--- config.mk ---
export PLATFORM = sky130hd
export DESIGN_NAME = conv_job_scheduler
export DESIGN_NICKNAME = d
export VERILOG_FILES = /design/src/rtl/conv_job_scheduler.sv
export SDC_FILE = /design/constraint.sdc
export NUM_CORES = 1
export LEC_CHECK = 0
export BUFFER_PORTS_ARGS = -buffer_cell sky130_fd_sc_hd__buf_2
export CAP_MARGIN = 40
export CORE_MARGIN = 1
export CORE_UTILIZATION = 57
export CTS_CLUSTER_DIAMETER = 40
export DETAILED_ROUTE_END_ITERATION = 10
export GPL_ROUTABILITY_DRIVEN = 0
export PLACE_DENSITY = 0.83
export SLEW_MARGIN = 20
export SYNTH_ARGS = -nofsm -noshare
export SYNTH_HDL_FRONTEND = slang
export SYNTH_SLANG_ARGS = --single-unit
--- constraint.sdc ---
create_clock -name i_clk -period 4.1 [get_ports i_clk]
set_clock_uncertainty 0.15 [all_clocks]
set_input_delay 0.82 -clock i_clk [delete_from_list [all_inputs] [get_ports i_clk]]
set_output_delay 0.82 -clock i_clk [all_outputs]
set_load 0.02 [all_outputs]
--- src/rtl/conv_job_scheduler.sv ---
// ---------------------------------------------------------------------------
// conv_job_scheduler
//
// Walks one convolution engine across a full input feature map (stride 1, no
// padding). For every output pixel it issues the window's top-left address
// with a start pulse, waits for the engine to finish, and then pushes the
// result into the OFM SRAM through a ready/valid write port. It also owns
// job progress, abort handling and a per-pixel watchdog.
//
// Ports:
//   i_clk, i_rst        clock (rising edge), async active-high reset
//   i_job_start         start request, honoured only while idle
//   i_abort             synchronous abort, honoured in any busy state
//   i_ifm_base          IFM base address, latched on an accepted start
//   i_ofm_base          OFM base address, latched on an accepted start
//   o_busy              high in every state except idle
//   o_job_done          one-cycle pulse on normal completion
//   o_error             one-cycle pulse when the watchdog fires
//   o_conv_start        one-cycle start pulse to the engine
//   o_win_base          window top-left address, valid with o_conv_start
//   i_conv_done         engine completion pulse
//   i_conv_result       engine result, valid with i_conv_done
//   o_ofm_we            OFM write valid
//   o_ofm_addr          OFM write address (ofm_base + pixel index)
//   o_ofm_wdata         OFM write data
//   i_ofm_ready         OFM write accepted when o_ofm_we && i_ofm_ready
//   o_pix_count         pixels written in the current or last job
// ---------------------------------------------------------------------------
module conv_job_scheduler #(
  parameter int DATA_WIDTH  = 8,
  parameter int ADDR_WIDTH  = 8,
  parameter int IMG_W       = 8,
  parameter int IMG_H       = 8,
  parameter int KERNEL_SIZE = 3,
  parameter int TIMEOUT     = 64
) (
  input  logic                  i_clk,
  input  logic                  i_rst,
  input  logic                  i_job_start,
  input  logic                  i_abort,
  input  logic [ADDR_WIDTH-1:0] i_ifm_base,
  input  logic [ADDR_WIDTH-1:0] i_ofm_base,
  output logic                  o_busy,
  output logic                  o_job_done,
  output logic                  o_error,
  output logic                  o_conv_start,
  output logic [ADDR_WIDTH-1:0] o_win_base,
  input  logic                  i_conv_done,
  input  logic [DATA_WIDTH-1:0] i_conv_result,
  output logic                  o_ofm_we,
  output logic [ADDR_WIDTH-1:0] o_ofm_addr,
  output logic [DATA_WIDTH-1:0] o_ofm_wdata,
  input  logic                  i_ofm_ready,
  output logic [ADDR_WIDTH-1:0] o_pix_count
);

  localparam int OUT_W = IMG_W - KERNEL_SIZE + 1;
  localparam int OUT_H = IMG_H - KERNEL_SIZE + 1;
  localparam int WD_W  = $clog2(TIMEOUT + 1);

  localparam logic [ADDR_WIDTH-1:0] ONE_A    = ADDR_WIDTH'(1);
  localparam logic [ADDR_WIDTH-1:0] IMG_W_A  = ADDR_WIDTH'(IMG_W);
  localparam logic [ADDR_WIDTH-1:0] COL_LAST = ADDR_WIDTH'(OUT_W - 1);
  localparam logic [ADDR_WIDTH-1:0] ROW_LAST = ADDR_WIDTH'(OUT_H - 1);
  localparam logic [WD_W-1:0]       WD_ONE   = WD_W'(1);
  localparam logic [WD_W-1:0]       WD_LAST  = WD_W'(TIMEOUT - 1);

  typedef enum logic [2:0] {
    S_IDLE,
    S_ISSUE,
    S_WAIT,
    S_WRITE,
    S_DONE
  } state_t;

  state_t                state;
  logic [ADDR_WIDTH-1:0] ifm_base_q;
  logic [ADDR_WIDTH-1:0] ofm_base_q;
  logic [ADDR_WIDTH-1:0] row;
  logic [ADDR_WIDTH-1:0] col;
  logic [WD_W-1:0]       wdog;

  logic                  col_last;
  logic                  pix_last;
  logic [ADDR_WIDTH-1:0] next_row;
  logic [ADDR_WIDTH-1:0] next_col;
  logic [ADDR_WIDTH-1:0] next_win;

  // Position of the pixel that follows the one being written, and the window
  // address it needs. Computed ahead so o_win_base can be registered on the
  // same edge that moves WRITE back to ISSUE. Arithmetic wraps at ADDR_WIDTH.
  always_comb begin
    col_last = (col == COL_LAST);
    pix_last = col_last && (row == ROW_LAST);
    next_col = col_last ? '0 : col + ONE_A;
    next_row = col_last ? row + ONE_A : row;
    next_win = ifm_base_q + next_row * IMG_W_A + next_col;
  end

  // Job sequencer. Every output is registered: the value an output should
  // carry in a state is loaded on the edge that enters that state, and the
  // pulse outputs default back to zero every cycle. Abort is checked ahead of
  // the per-state logic so it beats a coincident done or write accept.
  always_ff @(posedge i_clk or posedge i_rst) begin
    if (i_rst) begin
      state        <= S_IDLE;
      ifm_base_q   <= '0;
      ofm_base_q   <= '0;
      row          <= '0;
      col          <= '0;
      wdog         <= '0;
      o_busy       <= 1'b0;
      o_job_done   <= 1'b0;
      o_error      <= 1'b0;
      o_conv_start <= 1'b0;
      o_win_base   <= '0;
      o_ofm_we     <= 1'b0;
      o_ofm_addr   <= '0;
      o_ofm_wdata  <= '0;
      o_pix_count  <= '0;
    end else begin
      o_conv_start <= 1'b0;
      o_job_done   <= 1'b0;
      o_error      <= 1'b0;
      if (state != S_IDLE && i_abort) begin
        state    <= S_IDLE;
        o_busy   <= 1'b0;
        o_ofm_we <= 1'b0;
      end else begin
        case (state)
          S_IDLE: begin
            if (i_job_start) begin
              ifm_base_q   <= i_ifm_base;
              ofm_base_q   <= i_ofm_base;
              row          <= '0;
              col          <= '0;
              o_pix_count  <= '0;
              o_conv_start <= 1'b1;
              o_win_base   <= i_ifm_base;
              o_busy       <= 1'b1;
              state        <= S_ISSUE;
            end
          end
          S_ISSUE: begin
            wdog  <= '0;
            state <= S_WAIT;
          end
          S_WAIT: begin
            if (i_conv_done) begin
              o_ofm_wdata <= i_conv_result;
              o_ofm_addr  <= ofm_base_q + o_pix_count;
              o_ofm_we    <= 1'b1;
              state       <= S_WRITE;
            end else if (wdog == WD_LAST) begin
              // This is the TIMEOUT-th consecutive WAIT cycle without done.
              o_error <= 1'b1;
              o_busy  <= 1'b0;
              state   <= S_IDLE;
            end else begin
              wdog <= wdog + WD_ONE;
            end
          end
          S_WRITE: begin
            if (i_ofm_ready) begin
              o_ofm_we    <= 1'b0;
              o_pix_count <= o_pix_count + ONE_A;
              row         <= next_row;
              col         <= next_col;
              if (pix_last) begin
                o_job_done <= 1'b1;
                state      <= S_DONE;
              end else begin
                o_conv_start <= 1'b1;
                o_win_base   <= next_win;
                state        <= S_ISSUE;
              end
            end
          end
          S_DONE: begin
            o_busy <= 1'b0;
            state  <= S_IDLE;
          end
          default: begin
            o_busy   <= 1'b0;
            o_ofm_we <= 1'b0;
            state    <= S_IDLE;
          end
        endcase
      end
    end
  end

endmodule

[Word-level counts from Yosys, hierarchy flattened]
Index checks and enable logic that the tools add are counted.
Storage, ports and cells
  flip-flop bits (word level): 79
  bits in latches: 0
  RAM bits: 0
  bits in read-only memories: 0
  input bits: 30
  output and inout bits: 37
  word-level logic and storage cells: 107
  memories kept: 0
Operators by class
  add/subtract/negate cells: 7
  multipliers: 0
  divide/modulo/power cells: 0
  magnitude comparators: 0
  eq/ne operators: 21
  shifts and indexed selects: 0
  muxes and demuxes: 45
  bitwise gates (word level): 1
  reductions and logical operators: 17
Operators with widths (count)
  two-way mux 8 bit: 9
  case mux 8 bit (2 select lines): 4
  adder 8 x 1 -> 8 bit (second input constant): 3
  adder 8 bit: 3
  two-way mux 1 bit: 19
  two-way mux 3 bit: 6
  equality test 8 x 3 -> 1 bit (second input constant): 2
  inequality test 3 bit (second input constant): 5
  two-way mux 7 bit: 2
  case mux 7 bit (2 select lines): 1
  inequality test 2 bit (second input constant): 6
  case mux 3 bit (4 select lines): 1
  AND reduction 3 bit: 4
  AND reduction 4 bit: 3
  AND reduction 5 bit: 2
  adder 7 x 1 -> 7 bit (second input constant): 1
  equality test 7 x 6 -> 1 bit (second input constant): 1
  equality test 3 x 2 -> 1 bit (second input constant): 2
  case mux 1 bit (3 select lines): 2
  inequality test 2 x 1 -> 1 bit (second input constant): 2
  inequality test 4 bit (second input constant): 1
  nonzero test 2 bit: 2
  equality test 3 x 1 -> 1 bit (second input constant): 1
  equality test 3 bit (second input constant): 1
  other kinds (7): 8

[Longest topological paths before layout]
Gate-level depths: netlist of the first run.
  word-level depth: 7
  gate-level depth with buffers: 16
  mapped depth without buffers: 15

[Worst setup path before layout of the first run]
OpenSTA, ideal clock, no wires.
  kind: reg-to-reg
  from: reg col[1]
  to: reg o_win_base[7]
  setup time: 125 ps
  arrival: 3084 ps
  required time: 3825 ps
  setup slack: 741 ps
  cell stages (with the launch flop): 16
  buffers on the path: 1
  period minus slack after synthesis: 3359 ps
  cell sequence: dfrtp_1 > inv_1 > ha_1 > nor4b_4 > and2_1 > buf_2 > nor2_1 > ha_1 > ha_1 > fa_1 > a211oi_1 > o21bai_1 > a21oi_1 > xnor3_1 > o21ai_1 > mux2_2
Between the ends
  longest elaborated chain between the ends: 7
RTL lines
  from (decl): RTL line 80  | logic [ADDR_WIDTH-1:0] col;
  from (signal assigned): RTL line 168  | col <= next_col;
  equality test 8 x 3 -> 1 bit: RTL line 93  | col_last = (col == COL_LAST);
  two-way mux 8 bit: RTL line 96  | next_row = col_last ? row + ONE_A : row;
  adder 8 bit (2 in a row): RTL line 97  | next_win = ifm_base_q + next_row * IMG_W_A + next_col;
  two-way mux 8 bit: RTL line 169  | if (pix_last) begin
  two-way mux 8 bit: RTL line 164  | if (i_ofm_ready) begin
  case mux 8 bit (2 select lines): RTL line 130  | case (state)
  to (signal assigned): RTL line 139  | o_win_base <= i_ifm_base;
  to (signal assigned): RTL line 174  | o_win_base <= next_win;
  to (decl): RTL line 47  | output logic [ADDR_WIDTH-1:0] o_win_base,
Several ways; a longest one is shown, not always the timed one. The select of a mux whose other input is x is not followed.
A chain may end at the register's enable or synchronous reset.

[Final worst setup path of the first run]
Ends and elaborated chain as after synthesis.

==> summary.txt, run 1 <==
Run status
  – Outcome: finished, final reports clean

Power
  – Overall power: 3.12 mW
  – Cell area power density: 618 nW/µm²
  – Peak supply drop: 0.460 mV
  – Lkg Pwr: 2.41 nW

Clock network
  – Post-CTS setup buffers: 0
  – Clock transition at path regs: 90 ps
  – # resized after CTS: 0
  – Post-CTS Hold Fix Bufs: 0
  – Clock tree buffer depth: 2
  – Clock Latency Late Sink: 360 ps
  – TritonCTS Sinks: 79
  – CTS tree: yes
  – CTS root buf: clkbuf_8
  – # H-tree levels: 3
  – CTS Buf Count: 9

Worst setup path
  – CP Data Required Time: 4200 ps
  – Crit path capture type: flip-flop
  – Crit-path max FO: 14
  – Worst Path Arrival: 3930 ps
  – Reg2Reg Setup Slack: 270 ps
  – Kind of critical path: reg -> reg
  – Startpoint types: flip-flop

Logic synthesis
  – Syn. warnings: 0
  – Register bit total from synthesis: 79
  – Syn avg cell area: 9.96 µm²
  – Synthesized area: 4380 µm²
  – Asr flop ratio synth: 100%
  – EDFF count, synth: 0
  – Netlist cell types: 54
  – Synthesized Nets: 498
  – Cells after Synth: 440
  – Main flop type after synthesis: dfrtp_1
  – Sequential cell area fraction in the yosys report: 45.1%

Layout
  – Commonest non-fill, non-tap cell in the layout: dfrtp_1
  – Area Overhead vs Synth: 15.3%
  – Fin area: 5050 µm²
  – Cell Count, Final, Fillers Out: 608
  – # diodes: 0
  – Final Core Density: 68.9%
  – Most frequent cells in the layout: dfrtp_1, buf_2, nand2_1
  – Share of layout cells above drive strength 1: 23.4%
  – Nets@finish: 562

Detailed routing
  – Via-to-Cell Ratio: 5.71
  – Pre-antenna DRT Iters: 4
  – Via count: 3474
  – Number of DRC markers after the initial detailed-route iteration: 266
  – DRC errors left: 0
  – Antenna Nets Post-Route: 0
  – Routed len/inst: 15.4 µm
  – Final wirelength: 9370 µm

STA
  – Hold_ws: 330 ps
  – Final Hold Vio Count: 0
  – Worst setup margin: 273 ps
  – Final setup fails: 0
  – Max-slew violations: 0
  – Setup TNS: 0 ps
  – Tcrit/Tclk final: 93.3%
  – RSZ-0062 raised after global routing: false
  – Slew headroom: 43.7%
  – Slew @ Worst Pin: 844 ps
  – Post-layout min period: 3830 ps
  – Fmax: 261 MHz

Floorplanning
  – I/O Pins: 67
  – Die Footprint: 8040 µm²
  – Initial core utilization: 59.8%
  – DIE WIDTH: 89.7 µm
  – Rows: 31
  – Core ar.: 7330 µm²
  – Die H: 89.7 µm

Min path
  – Worst hold path type: reg -> reg

Global routing
  – Initial antenna violation count: 0
  – Largest net degree at the start of global routing: 55
  – GRT overflow: 0
  – Vias in the first global route: 3402
  – First-pass GRT wire length: 15200 µm
  – All-Layer GR Usage: 25.3%

Placed design
  – Post-Place Cells: 592
  – Dpl ws: 301 ps
  – Placed Area: 4800 µm²
  – DP Wirelength: 6890 µm
  – IO buf count: 66

Flow run
  – Max_cap viols: 0
## registers in the layout, summed over array words and instances (netlist names), 3 cells and up
name / cells
row: 8
ifm_base_q: 8
wdog: 7
o_ofm_addr: 8
col: 8
o_win_base: 8
o_ofm_wdata: 8
state: 3
o_pix_count: 8
ofm_base_q: 8
## where the power goes
group | switching [mW] | internal, mW
Combinational | 0.733 | 0.517
Clock | 0.301 | 0.406
Sequential | 0.155 | 1.01
Total | 1.19 | 1.93
## Yosys cell counts, types with 7 or more instances
cell	instances	area share [%]
o21ai_0	43	4.9
nor2_1	29	2.5
nand2b_1	7	1.0
or3_1	7	1.0
buf_2	7	0.80
nand3_1	9	1.0
mux2_2	21	5.4
a21oi_1	21	2.4
ha_1	22	6.3
xor2_1	14	2.8
clkbuf_1	8	0.69
nor3_1	12	1.4
dfrtp_1	79	45
xnor2_1	9	1.8
nand2_1	49	4.2
o31ai_1	7	1.2
inv_1	25	2.1
## cells by family after synthesis
kind of cell | synth area share, %
adders and majority gates | 9.03
muxes | 6.57
buffers and inverters | 3.97
AOI/OAI and AO/OA | 14.3
and+or+nand+nor | 15.9
DFF | 45.1
xor gates and xnor gates | 5.11
## final cells by class
cell class / count / area (µm²)
multi-input combinational: 319 / 2230
fill: 563 / 2280
timing repair buffer: 70 / 380
tap: 99 / 124
sequential: 79 / 1980
clock buffer: 9 / 124
inverter: 25 / 93.8
clock inverter: 7 / 121
## worst max-delay path, stage by stage (launching register included)
cell      delay [ps]
dfrtp_1          410
inv_1             80
ha_1             180
nor4b_4          250
and2_1           470
nor2_1           110
ha_1             300
ha_1             230
fa_1             430
a211oi_1         320
o21bai_1         130
a21oi_1          170
xnor3_1          160
o21ai_1           60
mux2_2           270
## per-layer routing
| metal | track usage [%] | wire [µm] | vias to the layer above |
|---|---|---|---|
| met5 | 0 | 0 | - |
| met4 | 13.3 | 195 | 0 |
| met3 | 4.20 | 454 | 17 |
| met2 | 43.9 | 4680 | 93 |
| met1 | 30.4 | 4040 | 1675 |
| li1 | - | - | 1689 |
## final timing paths
kind                               start            end  cells after the start
max                               col[1]  o_win_base[7]                     14
min                        o_ofm_addr[5]  o_ofm_addr[5]                      2
max reg2reg                       col[1]  o_win_base[7]                     14
min reg2reg                o_ofm_addr[5]  o_ofm_addr[5]                      2
max in group asynchronous          i_rst         col[6]                      4
min in group asynchronous          i_rst        wdog[1]                      3
(Power assumes the default switching activity.)
==> run 2, diff against run 1 <==
--- a/config.mk
+++ b/config.mk
@@ -7,3 +7,3 @@
 export LEC_CHECK = 0
-export BUFFER_PORTS_ARGS = -buffer_cell sky130_fd_sc_hd__buf_2
+export BUFFER_PORTS_ARGS = -buffer_cell sky130_fd_sc_hd__clkbuf_2
 export CAP_MARGIN = 40
==> constraint.sdc (replaced) <==
create_clock -name i_clk -period 4.1 [get_ports i_clk]
set_clock_uncertainty 0.15 [all_clocks]
set_input_delay 0.41 -clock i_clk [delete_from_list [all_inputs] [get_ports i_clk]]
set_output_delay 0.41 -clock i_clk [all_outputs]
set_load 0.02 [all_outputs]
==> summary.txt, run 2 (synthesis results as in run 1) <==
Run status
  – Outcome: finished, final reports clean (unchanged)

Global routing
  – Vias in the first global route: 3441 (was 3402)
  – Met2 Usage GRT: 44.5% (was 43.9%)
  – GRT overflow: 0 (unchanged)
  – Met1 Usage GRT: 29.1% (was 30.4%)
  – All-Layer GR Usage: 25.6% (was 25.3%)
  – Met3 Track Usage GR: 5.30% (was 4.20%)
  – Largest net degree at the start of global routing: 45 (was 55)
  – Initial antenna violation count: 0 (unchanged)
  – Most Crowded Layer GR: met2 (unchanged)
  – First-pass GRT wire length: 15400 µm (was 15200 µm)

Worst setup path
  – Reg2reg start: col[1] (unchanged)
  – Largest incremental delay on the critical path: 460 ps (was 470 ps)
  – Critical-path cell list: inv_1 -> ha_1 -> nor4b_4 -> and2_1 -> nor2_1 -> ha_1 -> ha_1 -> fa_1 -> a211oi_1 -> o21bai_1 -> a21oi_1 -> xnor3_1 -> o21ai_1 -> mux2_2 (unchanged)
  – Crit-path max FO: 14 (unchanged)
  – Reg2Reg Setup Slack: 270 ps (about the same)
  – R2R cell count: 14 (unchanged)
  – Buf+Inv Stages, Crit Path: 1 (unchanged)
  – Worst path most repeated cell: ha_1 (unchanged)
  – Crit path max-delay cell type: and2_1 (unchanged)
  – CP Data Required Time: 4190 ps (was 4200 ps)
  – R2r endpoint: o_win_base[7] (unchanged)
  – CP delay by family, top: adder cells (unchanged)
  – Kind of critical path: reg -> reg (unchanged)
  – Startpoint types: flip-flop (unchanged)
  – Crit path capture type: flip-flop (unchanged)
  – Worst Path Arrival: 3920 ps (was 3930 ps)

Power
  – Cell area power density: 597 nW/µm² (was 618 nW/µm²)
  – Peak supply drop: 0.352 mV (was 0.460 mV)
  – Lkg Pwr: 2.37 nW (was 2.41 nW)

STA
  – Slew @ Worst Pin: 845 ps (was 844 ps)
  – Setup TNS: 0 ps (unchanged)
  – Worst setup margin: 275 ps (was 273 ps)
  – Fmax: 261 MHz (about the same)
  – Final Hold Vio Count: 0 (unchanged)
  – Post-layout min period: 3830 ps (about the same)
  – RSZ-0062 raised after global routing: false (unchanged)
  – Max-slew violations: 0 (unchanged)
  – Slew headroom: 43.2% (was 43.7%)
  – Hold_ws: 110 ps (was 330 ps)
  – Final setup fails: 0 (unchanged)
  – Tcrit/Tclk final: 93.3% (about the same)

Placed design
  – Placed Area: 4780 µm² (was 4800 µm²)
  – DP Wirelength: 6990 µm (was 6890 µm)
  – Dpl ws: 392 ps (was 301 ps)
  – IO buf count: 66 (unchanged)

Floorplanning
  – DIE WIDTH: 89.7 µm (unchanged)
  – Die H: 89.7 µm (unchanged)
  – I/O Pins: 67 (unchanged)
  – Die Footprint: 8040 µm² (unchanged)
  – Core ar.: 7330 µm² (unchanged)
  – Initial core utilization: 59.8% (unchanged)
  – Rows: 31 (unchanged)

Clock network
  – TritonCTS Sinks: 79 (unchanged)
  – # resized after CTS: 0 (unchanged)
  – Clock tree buffer depth: 2 (unchanged)
  – # H-tree levels: 3 (unchanged)
  – Post-CTS setup buffers: 0 (unchanged)
  – CTS tree: yes (unchanged)
  – Clock Latency Late Sink: 360 ps (about the same)
  – CTS Buf Count: 9 (unchanged)
  – Post-CTS Hold Fix Bufs: 0 (unchanged)
  – Clock transition at path regs: 80 ps (was 90 ps)
  – CTS root buf: clkbuf_8 (unchanged)

Min path
  – Worst Hold Depth: 3 (was 2)
  – WHS Endpoint: ofm_base_q[1] (was o_ofm_addr[5])
  – Worst hold path type: in -> reg (was reg -> reg)
  – Hold Startpoint: i_ofm_base[1] (was o_ofm_addr[5])

Layout
  – Commonest non-fill, non-tap cell in the layout: dfrtp_1 (unchanged)
  – Area Overhead vs Synth: 14.0% (was 15.3%)
  – Most frequent cells in the layout: dfrtp_1, clkbuf_2, nand2_1 (was dfrtp_1, buf_2, nand2_1)
  – Fin area: 4990 µm² (was 5050 µm²)
  – Nets@finish: 563 (was 562)
  – Share of layout cells above drive strength 1: 23.2% (was 23.4%)
  – # diodes: 0 (unchanged)

Detailed routing
  – Pre-antenna DRT Iters: 4 (unchanged)
  – Final wirelength: 9520 µm (was 9370 µm)
  – DRC errors left: 0 (unchanged)
  – Via count: 3524 (was 3474)
  – Via-to-Cell Ratio: 5.80 (was 5.71)
  – Number of DRC markers after the initial detailed-route iteration: 206 (was 266)
  – Antenna Nets Post-Route: 0 (unchanged)
  – Routed len/inst: 15.7 µm (was 15.4 µm)

Flow run
  – Max_cap viols: 0 (unchanged)
-- run 2: cell types whose count changed in the layout (fill, tap and decap cells not counted), sizes merged --
cell | previous run | this run
buf | 70 | 4
clkbuf | 9 | 75
bufinv | 3 | 1
clkinvlp | 0 | 3
dlygate4sd3 | 0 | 1
clkinv | 4 | 2
-- run 2: final cells by class --
class                      instances  area [µm²]
sequential                        79        1980
multi-input combinational        319        2230
tap                               99         124
timing repair buffer              71         383
inverter                          25        93.8
clock buffer                       9         124
fill                             559        2340
clock inverter                     6        62.6
-- run 2: metal layers --
metal | vias up | wire (µm)
met3 | 31 | 506
met1 | 1683 | 3920
met5 | - | 0
met4 | 0 | 275
met2 | 140 | 4820
li1 | 1670 | -
-- run 2: through the flow --
step                total power [mW]  cells  utilization [%]
finish                          2.98    608             68.1
global route                    3.21    608             68.1
CTS                             2.99    606             67.7
detailed placement              2.43    591             65.2
global placement                2.36    591             65.2
floorplan                       2.08    440                -
-- run 2: worst max path at each step --
stage                     startpoint       endpoint  slack (ps)  cells after the start
after global routing          col[1]  o_win_base[7]         110                     14
final                         col[1]  o_win_base[7]         270                     14
after CTS                     col[1]  o_win_base[7]         320                     14
after floorplan               col[1]  o_win_base[7]         740                     15
after global placement        col[1]  o_win_base[7]         500                     14
after detailed placement      col[1]  o_win_base[7]         390                     14
-- run 2: power breakdown --
group	total [mW]	leakage, nW	internal (mW)	switching (mW)
combinational	1.24	1.26	0.510	0.733
sequential	1.18	1.02	1.01	0.166
clock	0.561	0.0871	0.275	0.286
total	2.98	2.37	1.80	1.18
-- run 2: tightest hold or removal path: cells and delay by family --
| family | cells | cell delay (ps) |
|---|---|---|
| compound gates | 1 | 60 |
| buf+inv | 1 | 80 |
| simple gates | 1 | 30 |
==> run 3, diff against run 2 <==
ABC_AREA = 1   (was unset)
HOLD_SLACK_MARGIN = 0.03   (was unset)
==> summary.txt, run 3 <==
Placed design
  – Placed Area: 4960 µm² (was 4780 µm²)
  – Dpl ws: 858 ps (was 392 ps)
  – DP Wirelength: 7250 µm (was 6990 µm)
  – IO buf count: 66 (unchanged)

Detailed routing
  – Pre-antenna DRT Iters: 5 (was 4)
  – DRC errors left: 0 (unchanged)
  – Via-to-Cell Ratio: 5.41 (was 5.80)
  – Number of DRC markers after the initial detailed-route iteration: 246 (was 206)
  – Via count: 4016 (was 3524)
  – Uppermost layer routed: met4 (unchanged)
  – Routed len/inst: 13.4 µm (was 15.7 µm)
  – Metal3 WL: 547 µm (was 506 µm)
  – Routed met2 length: 4760 µm (was 4820 µm)
  – WL met1: 4510 µm (was 3920 µm)
  – Antenna Nets Post-Route: 0 (unchanged)
  – Final wirelength: 9990 µm (was 9520 µm)

Clock network
  – CTS root buf: clkbuf_8 (unchanged)
  – Clock tree buffer depth: 2 (unchanged)
  – Clock transition at path regs: 90 ps (was 80 ps)
  – CTS tree: yes (unchanged)
  – # H-tree levels: 3 (unchanged)
  – TritonCTS Sinks: 79 (unchanged)
  – Clock Latency Late Sink: 360 ps (about the same)
  – Post-CTS setup buffers: 0 (unchanged)
  – # resized after CTS: 0 (unchanged)
  – CTS Buf Count: 9 (unchanged)

Logic synthesis
  – EDFF count, synth: 0 (unchanged)
  – Most numerous cell in the Yosys netlist: nand2_1 (was dfrtp_1)
  – Cell taking the most area after synthesis: dfrtp_1 (unchanged)
  – Syn. warnings: 0 (unchanged)
  – Synth area leaders: dfrtp_1, nand2_1, ha_1 (was dfrtp_1, ha_1, mux2_2)
  – Main flop type after synthesis: dfrtp_1 (unchanged)
  – Sequential cell area fraction in the yosys report: 43.6% (was 45.1%)
  – Post-synth top cells: nand2_1, dfrtp_1, inv_1 (was dfrtp_1, nand2_1, o21ai_0)
  – Syn avg cell area: 7.99 µm² (was 9.96 µm²)
  – Asr flop ratio synth: 100% (unchanged)
  – Synthesized area: 4530 µm² (was 4380 µm²)
  – Yosys top cell area share: 43.6% (was 45.1%)
  – Netlist cell types: 34 (was 54)
  – Cells after Synth: 567 (was 440)
  – Register bit total from synthesis: 79 (unchanged)
  – Synthesized Nets: 625 (was 498)

Worst setup path
  – Critical-path cell list: inv_1 -> ha_1 -> nand3_1 -> nor2_1 -> buf_4 -> nand2_1 -> xor2_1 -> fa_1 -> inv_1 -> ha_1 -> nand2_1 -> inv_1 -> nand2_1 -> nand3_1 -> nand2_1 -> inv_1 -> nor2_1 -> nand2_1 -> nand2_1 -> nand2_1 -> nand2_1 -> nand2_1 (was inv_1 -> ha_1 -> nor4b_4 -> and2_1 -> nor2_1 -> ha_1 -> ha_1 -> fa_1 -> a211oi_1 -> o21bai_1 -> a21oi_1 -> xnor3_1 -> o21ai_1 -> mux2_2)
  – Startpoint types: flip-flop (unchanged)
  – Crit path max-delay cell type: fa_1 (was and2_1)
  – Kind of critical path: reg -> reg (unchanged)
  – Worst path most repeated cell: nand2_1 (was ha_1)
  – Crit-path max FO: 15 (was 14)
  – Largest incremental delay on the critical path: 520 ps (was 460 ps)
  – CP Data Required Time: 4200 ps (was 4190 ps)
  – Worst Path Arrival: 3440 ps (was 3920 ps)
  – Crit path capture type: flip-flop (unchanged)

Layout
  – Nets@finish: 694 (was 563)
  – # fillers: 624 (was 559)
  – Multi-input logic area: 2210 µm² (was 2230 µm²)
  – Commonest non-fill, non-tap cell in the layout: nand2_1 (was dfrtp_1)
  – # diodes: 0 (unchanged)
  – Share of layout cells above drive strength 1: 17.8% (was 23.2%)
  – Fin area: 5170 µm² (was 4990 µm²)
  – Sequential Area: 1980 µm² (unchanged)
  – Most frequent cells in the layout: nand2_1, dfrtp_1, inv_1, clkbuf_2, nor2_1 (was dfrtp_1, clkbuf_2, nand2_1)
  – Area Overhead vs Synth: 14.2% (was 14.0%)

Global routing
  – First-pass GRT wire length: 17000 µm (was 15400 µm)
  – Initial antenna violation count: 0 (unchanged)
  – Vias in the first global route: 3881 (was 3441)
  – Largest net degree at the start of global routing: 39 (was 45)
  – GRT overflow: 0 (unchanged)
  – All-Layer GR Usage: 25.6% (about the same)

Power
  – Internal Pwr Total: 1.75 mW (was 1.80 mW)
  – Lkg Pwr: 2.70 nW (was 2.37 nW)
  – Sequential share of power: 37.4% (was 39.5%)
  – Clock Power Share: 19.6% (was 18.8%)
  – Logic pwr share: 43.0% (was 41.7%)
  – Overall power: 3.11 mW (was 2.98 mW)
  – Psw: 1.36 mW (was 1.18 mW)
  – Cell area power density: 600 nW/µm² (was 597 nW/µm²)
  – Net Sw Frac: 43.8% (was 39.7%)
  – Peak supply drop: 0.328 mV (was 0.352 mV)

STA
  – Final Hold Vio Count: 0 (unchanged)
  – Final setup fails: 0 (unchanged)
  – RSZ-0062 raised after global routing: false (unchanged)
  – Tcrit/Tclk final: 81.7% (was 93.3%)
  – Fmax: 299 MHz (was 261 MHz)
  – Slew @ Worst Pin: 602 ps (was 845 ps)
  – Setup TNS: 0 ps (unchanged)
  – Slew headroom: 59.7% (was 43.2%)
  – Max-slew violations: 0 (unchanged)
  – Hold_ws: 95.7 ps (was 110 ps)
  – Post-layout min period: 3350 ps (was 3830 ps)
  – Worst setup margin: 751 ps (was 275 ps)

Floorplanning
  – I/O Pins: 67 (unchanged)
  – Die Footprint: 8310 µm² (was 8040 µm²)
  – Core ar.: 7730 µm² (was 7330 µm²)
  – Die H: 91.2 µm (was 89.7 µm)
  – Initial core utilization: 58.7% (was 59.8%)
  – DIE WIDTH: 91.2 µm (was 89.7 µm)
  – Rows: 32 (was 31)

Flow run
  – Max_cap viols: 0 (unchanged)

Run status
  – Outcome: finished, final reports clean (unchanged)

Min path
  – Worst hold path type: in -> reg (unchanged)
## run 3: cell count changes after synthesis, moves of 5 or more
cell,change
nand3_1,+15
or3_1,-7
mux2_2,-21
and3_1,-5
nand2b_1,-6
o21ai_0,-18
clkbuf_1,-6
nor2_1,+6
inv_1,+42
a31oi_1,+5
a21o_1,-6
nand2_2,+6
nand2_1,+136
nor3_1,-6
## run 3: cells by family after synthesis
group	after synthesis	share of synthesized area, %
flops	79	43.6
compound gates	79	10.4
simple gates	277	25.9
buf+inv	84	7.54
fa+ha+maj	28	8.72
xor+xnor	20	3.86
## run 3: critical path, delay by kind of cell, from the launching register on
kind | cells | cell delay (ps)
XOR/XNOR | 1 | 180
flip-flops | 1 | 400
adder cells (fa/ha/maj) | 3 | 1010
buffers and inverters | 5 | 440
AND/OR/NAND/NOR | 13 | 1070
## run 3: path summary, 6_finish.rpt
| kind | from | end | slack, ps | cells past startpoint |
|---|---|---|---|---|
| setup / recovery | col[1] | o_win_base[7] | 750 | 22 |
| max in group asynchronous | i_rst | ofm_base_q[0] | 2350 | 5 |
| hold reg to reg | o_ofm_wdata[0] | o_ofm_wdata[0] | 330 | 2 |
| min in group asynchronous | i_rst | o_ofm_addr[3] | 420 | 3 |
| setup reg to reg | col[1] | o_win_base[7] | 750 | 22 |
| hold / removal | i_ofm_base[6] | ofm_base_q[6] | 100 | 3 |
## run 3: area by class of cell
cell class	count	area share, %
inverters	71	5.15
clock buffers	11	2.73
well taps	102	2.47
repair buffers	71	7.40
flip-flops and latches	79	38.2
clock inverters	5	1.26
multi-input cells	404	42.8
## run 3: stage by stage
stage               std cells  utilization [%]
floorplan                 567                -
global placement          725             63.9
detailed placement        726             64.2
CTS                       743             67.0
global route              743             67.0
finish                    743             67.0
## run 3: timing repair
item / CTS / global route
hold endpoints to repair: 17 / 0
hold buffers: 1 / 0
setup endpoints to repair: 0 / 0
## run 3: metal layers
metal | global-route usage, % | up-vias
met5 | 0 | -
met4 | 11.2 | 0
met3 | 4.10 | 19
met2 | 42.7 | 136
met1 | 33.0 | 1905
li1 | - | 1956
## run 3: power by group through the flow
| stage | logic [mW] | clock network [mW] | registers (mW) |
|---|---|---|---|
| after floorplan | 0.829 | 0 | 1.32 |
| after global placement | 1.28 | 0 | 1.16 |
| after detailed placement | 1.33 | 0 | 1.17 |
| after CTS | 1.34 | 0.613 | 1.16 |
| after global routing | 1.51 | 0.645 | 1.19 |
| final | 1.34 | 0.608 | 1.16 |
